### config.mk
export PLATFORM = sky130hd
export DESIGN_NAME = key_event
export DESIGN_NICKNAME = d
export VERILOG_FILES = /design/src/rtl/key_event_pkg.sv /design/src/rtl/key_event_fsm.sv /design/src/rtl/key_event.sv
export SDC_FILE = /design/constraint.sdc
export NUM_CORES = 1
export LEC_CHECK = 0
export ABC_CLOCK_PERIOD_IN_PS = 3900
export CORE_ASPECT_RATIO = 0.8
export CORE_UTILIZATION = 30
export CTS_BUF_LIST = sky130_fd_sc_hd__clkbuf_8
export DETAILED_ROUTE_END_ITERATION = 6
export GPL_ROUTABILITY_DRIVEN = 0
export MAX_ROUTING_LAYER = met4
export PLACE_DENSITY_LB_ADDON = 0.05
export SLEW_MARGIN = 20
export SYNTH_ARGS = -nofsm -noshare
export SYNTH_HDL_FRONTEND = slang
export SYNTH_SLANG_ARGS = --single-unit
### constraint.sdc
create_clock -name clk_in -period 3.9 [get_ports clk_in]
set_clock_uncertainty 0.2 [all_clocks]
set_input_delay 0.78 -clock clk_in [delete_from_list [all_inputs] [get_ports clk_in]]
set_output_delay 0.78 -clock clk_in [all_outputs]
set_load 0.02 [all_outputs]
### src/rtl/key_event_pkg.sv
// Shared definitions for the key event detector: FSM state encoding and
// default timing constants.
package key_event_pkg;

  typedef enum logic [1:0] {
    ST_IDLE  = 2'd0,
    ST_PRESS = 2'd1,
    ST_HOLD  = 2'd2
  } key_fsm_state_t;

  localparam int DEF_TICK_DIV = 12000;
  localparam int DEF_LONG_T   = 1000;
  localparam int DEF_REPEAT_T = 200;

  function automatic int max_int(input int a, input int b);
    return (a > b) ? a : b;
  endfunction

endpackage

### src/rtl/key_event_fsm.sv
// Per-key press classifier: short press, long press and auto-repeat, all
// timed in prescaler ticks and delivered as registered one-cycle pulses.
module key_event_fsm
  import key_event_pkg::*;
#(
  parameter int LONG_T   = DEF_LONG_T,
  parameter int REPEAT_T = DEF_REPEAT_T,
  parameter int CNT_W    = $clog2(max_int(LONG_T, REPEAT_T) + 1)
) (
  input  logic clk_in,
  input  logic rst_in,
  input  logic tick,
  input  logic key_level,
  output logic short_pulse,
  output logic long_pulse,
  output logic repeat_pulse,
  output logic hold_state
);

  key_fsm_state_t state_reg, state_next;
  logic [CNT_W-1:0] cnt_reg, cnt_next;
  logic short_reg, short_next;
  logic long_reg, long_next;
  logic repeat_reg, repeat_next;
  logic hold_reg, hold_next;

  always_ff @(posedge clk_in) begin
    if (rst_in) begin
      state_reg  <= ST_IDLE;
      cnt_reg    <= '0;
      short_reg  <= 1'b0;
      long_reg   <= 1'b0;
      repeat_reg <= 1'b0;
      hold_reg   <= 1'b0;
    end else begin
      state_reg  <= state_next;
      cnt_reg    <= cnt_next;
      short_reg  <= short_next;
      long_reg   <= long_next;
      repeat_reg <= repeat_next;
      hold_reg   <= hold_next;
    end
  end

  // Release is tested before the tick so it wins over a same-cycle threshold.
  always_comb begin
    state_next  = state_reg;
    cnt_next    = cnt_reg;
    short_next  = 1'b0;
    long_next   = 1'b0;
    repeat_next = 1'b0;
    case (state_reg)
      ST_IDLE: begin
        if (!key_level) begin
          state_next = ST_PRESS;
          cnt_next   = '0;
        end
      end
      ST_PRESS: begin
        if (key_level) begin
          short_next = 1'b1;
          state_next = ST_IDLE;
          cnt_next   = '0;
        end else if (tick) begin
          if (cnt_reg == CNT_W'(LONG_T - 1)) begin
            long_next  = 1'b1;
            state_next = ST_HOLD;
            cnt_next   = '0;
          end else begin
            cnt_next = cnt_reg + 1'b1;
          end
        end
      end
      ST_HOLD: begin
        if (key_level) begin
          state_next = ST_IDLE;
          cnt_next   = '0;
        end else if (tick) begin
          if (cnt_reg == CNT_W'(REPEAT_T - 1)) begin
            repeat_next = 1'b1;
            cnt_next    = '0;
          end else begin
            cnt_next = cnt_reg + 1'b1;
          end
        end
      end
      default: begin
        state_next = ST_IDLE;
        cnt_next   = '0;
      end
    endcase
    hold_next = (state_next == ST_HOLD);
  end

  assign short_pulse  = short_reg;
  assign long_pulse   = long_reg;
  assign repeat_pulse = repeat_reg;
  assign hold_state   = hold_reg;

endmodule

### src/rtl/key_event.sv
// Multi-key event detector: one shared tick prescaler feeding an
// independent press classifier per key.
module key_event
  import key_event_pkg::*;
#(
  parameter int NKEY     = 3,
  parameter int TICK_DIV = DEF_TICK_DIV,
  parameter int LONG_T   = DEF_LONG_T,
  parameter int REPEAT_T = DEF_REPEAT_T
) (
  input  logic            clk_in,
  input  logic            rst_in,
  input  logic [NKEY-1:0] key_state,
  output logic [NKEY-1:0] short_pulse,
  output logic [NKEY-1:0] long_pulse,
  output logic [NKEY-1:0] repeat_pulse,
  output logic [NKEY-1:0] hold_state
);

  localparam int PRE_W = (TICK_DIV > 1) ? $clog2(TICK_DIV) : 1;

  logic [PRE_W-1:0] presc_reg;
  logic             tick;

  assign tick = (presc_reg == PRE_W'(TICK_DIV - 1));

  always_ff @(posedge clk_in) begin
    if (rst_in || tick) begin
      presc_reg <= '0;
    end else begin
      presc_reg <= presc_reg + 1'b1;
    end
  end

  generate
    for (genvar gi = 0; gi < NKEY; gi++) begin : g_key
      key_event_fsm #(
        .LONG_T   (LONG_T),
        .REPEAT_T (REPEAT_T)
      ) u_fsm (
        .clk_in       (clk_in),
        .rst_in       (rst_in),
        .tick         (tick),
        .key_level    (key_state[gi]),
        .short_pulse  (short_pulse[gi]),
        .long_pulse   (long_pulse[gi]),
        .repeat_pulse (repeat_pulse[gi]),
        .hold_state   (hold_state[gi])
      );
    end
  endgenerate

endmodule

==> run_results.csv <==
group,metric,value,unit
outcome,outcome,"complete, no violations",
synthesis,synth_cell_types,55,
grt,grt_pass1_vias,2169,
timing,tns,0,ps
cts,clk_pin_slew,70,ps
critical_path,slowest_delay,610,ps
floorplan,die_area,0.0107,sq mm
floorplan,die_h,92.7,um
grt,grt_use_total,0.132,
cts,hold_buffers,0,
cts,post_cts_buffers,0,
critical_path,required,3980,ps
critical_path,crit_family,"simple AND/OR/NAND/NOR gates",
synthesis,synth_xor_area_frac,0.0964,
critical_path,critPathCaptureType,"flip-flop",
synthesis,synth_cells,352,
timing,finalHoldViolations,0,
synthesis,synth_compound_area_frac,0.0944,
cts,htree_num_levels,3,
synthesis,yosysSeqAreaShare,0.402,
job,maxCapViolations,0,
synthesis,synth_edf_count,0,
floorplan,rows,32,
power_and_ir_drop,powerDensity,369,mW/mm^2
route,vias_per_cell,4.71,
route,drt_wl_total,6090,um
route,wire_per_inst,12.1,um
synthesis,synth-adder-area-share,0.0648,
route,vias,2377,
cells_and_area,largest_register_ffs,30,
route,ant_nets,0,
critical_path,crit_type,"primary input to flip-flop",
cts,cts_resized,0,
synthesis,yosys_register_bits,62,
placed_design,preCtsSetupSlack,811,ps
cells_and_area,n_antenna_cell,0,
critical_path,critPathBufInv,1,
synthesis,synth_top_family_by_area,"simple AND/OR/NAND/NOR gates",
cts,cts_tree,"yes",
route,first_pass_iters,5,
timing,drv_slew,0,
floorplan,core_area,0.00981,sq mm
synthesis,synth_top_area_cell,"dfxtp_1",
synthesis,synth.avg_cell_area,8.77,sq um
cells_and_area,drive_gt1_frac,0.0786,
critical_path,critPathLaunchType,"primary input",
timing,fmax,0.363,GHz
placed_design,dp_hpwl,4340,um
timing,setup_viol,0,
critical_path,crit_slowest_cell,"clkdlybuf4s50_1",
placed_design,port_buffers,16,
grt,grt_antenna_before_repair,0,
critical_path,crit_arrival,2840,ps
power_and_ir_drop,p_leak,0.00122,uW
min_path,min_path_type,"flip-flop to flip-flop",
synthesis,syn-cell-area,0.00309,sq mm
critical_path,cp_max_fo,12,
cells_and_area,fillers,1048,
synthesis,synthArstFlopShare,0,
grt,grt_pass1_wl,10500,um
synthesis,synth_top_area_frac,0.402,
synthesis,synthMuxAreaShare,0.00324,
synthesis,ys.flop_type,"dfxtp_1",
timing,setup_ws,1140,ps
cells_and_area,nets,386,
synthesis,synth_nets,373,
cts,clock-sinks,62,
timing,relSlewSlack,0.628,
route,drc_errors,0,
timing,grt_setup_unrepaired,"no",
cts,cts_inserted_buffers,9,
floorplan,top_level_ports,17,
synthesis,synthTopCellsByArea,"dfxtp_1 40%, nor2_1 6.6%, ha_1 6.5%, xnor2_1 4.8%, xor2_1 4.8%",
cts,insertion_delay,340,ps
timing,fin_crit,2760,ps
synthesis,ys_warn_count,0,
timing,worstMarginPinSlew,554,ps
floorplan,die_w,115,um
floorplan,start_util,0.315,
cells_and_area,area_growth,13.6,%
grt,gr-total-overflow,0,
critical_path,r2r_slack,1200,ps
timing,period_share,0.707,
cts,cts-root-buf,"clkbuf_8",
synthesis,synth-simple-area-share,0.275,
critical_path,crit_path_frequent_cell,"a21oi_1",
cts,cts.path.max_buffers,2,
power_and_ir_drop,ir_drop,0.226,mV
critical_path,crit_chain,"clkdlybuf4s50_1 -> o2111ai_1 -> a21oi_1 -> nor4b_1 -> or4b_1 -> a21oi_1",
route,drt_iter0_drc,73,
grt,grt_max_degree,14,
-- layer usage --
metal / part of all wire / vias to the layer above / global-route usage
li1: - / 1240 / -
met1: 0.55 / 1101 / 0.175
met2: 0.39 / 28 / 0.178
met3: 0.042 / 8 / 0.0484
met4: 0.015 / 0 / 0.0519
met5: 0 / - / -
-- stage by stage --
step | cells | area [sq um] | hold WS, ps | power [uW] | utilization
2_1_floorplan | 352 | 3090 | 213 | 729 | -
3_3_place_gp | 490 | 3320 | 232 | 756 | 0.339
3_5_place_dp | 490 | 3320 | 241 | 755 | 0.339
4_1_cts | 505 | 3510 | 252 | 1320 | 0.358
5_1_grt | 505 | 3510 | 267 | 1360 | 0.358
6_report | 505 | 3510 | 246 | 1290 | 0.358
-- power breakdown --
group          leakage [uW]  switching (uW)  internal (uW)
combinational      0.000616            56.1           34.2
clock              0.000102             250            304
sequential         0.000501            7.08            643
total               0.00122             314            981
-- area by class of cell --
cell class | count | area (sq um) | share of cell area
Clock inverter | 5 | 50.0 | 0.0143
Tap cell | 136 | 170 | 0.0485
Clock buffer | 10 | 138 | 0.0392
Sequential cell | 62 | 1240 | 0.354
Inverter | 19 | 71.3 | 0.0203
Timing Repair Buffer | 20 | 190 | 0.0542
Multi-Input combinational cell | 253 | 1650 | 0.470
-- final timing paths --
path                           start                                      to  cells past startpoint
max                     key_state[0]  g_key[0].u_fsm.cnt_reg[7]$_SDFFE_PP0P_                      6
max reg2reg  presc_reg[0]$_SDFF_PP0_  g_key[0].u_fsm.cnt_reg[7]$_SDFFE_PP0P_                      7
min reg2reg  presc_reg[0]$_SDFF_PP0_                 presc_reg[0]$_SDFF_PP0_                      1
min          presc_reg[0]$_SDFF_PP0_                 presc_reg[0]$_SDFF_PP0_                      1
-- Yosys cell counts (2+ instances only) --
library cell,n
a31oi_1,3
xnor2_1,17
nor4bb_1,2
o21ai_1,2
buf_4,14
a21oi_1,7
o2111ai_1,3
a22o_1,2
nand4_1,9
clkbuf_1,3
nor4b_1,2
inv_1,19
nand4bb_1,2
nand3_2,2
and2_1,4
o21ai_0,7
nand2_1,23
dfxtp_1,62
nor4_1,8
and3_1,10
xor2_1,17
o21a_1,2
o21bai_1,3
nand2b_1,2
or4_1,3
or3_1,2
ha_1,16
nor3_1,12
nor2_1,54
nand3_1,15
-- layout by cell type (no fill, tap or decap), drive strengths merged, types with 4 or more instances in the layout --
master / count
a21oi: 7
and2: 4
and3: 10
buf: 4
clkbuf: 10
clkdlybuf4s50: 16
clkinv: 4
dfxtp: 62
ha: 16
inv: 19
nand2: 23
nand3: 17
nand4: 9
nor2: 54
nor3: 12
nor4: 9
o21ai: 10
or4: 4
xnor2: 17
xor2: 17
-- cells by family after synthesis --
| logic type | Yosys count |
|---|---|
| buf+inv | 37 |
| flops | 62 |
| xor+xnor | 34 |
| simple gates | 162 |
| compound gates | 40 |
| mux | 1 |
| fa+ha+maj | 16 |
(Power assumes the default switching activity.)
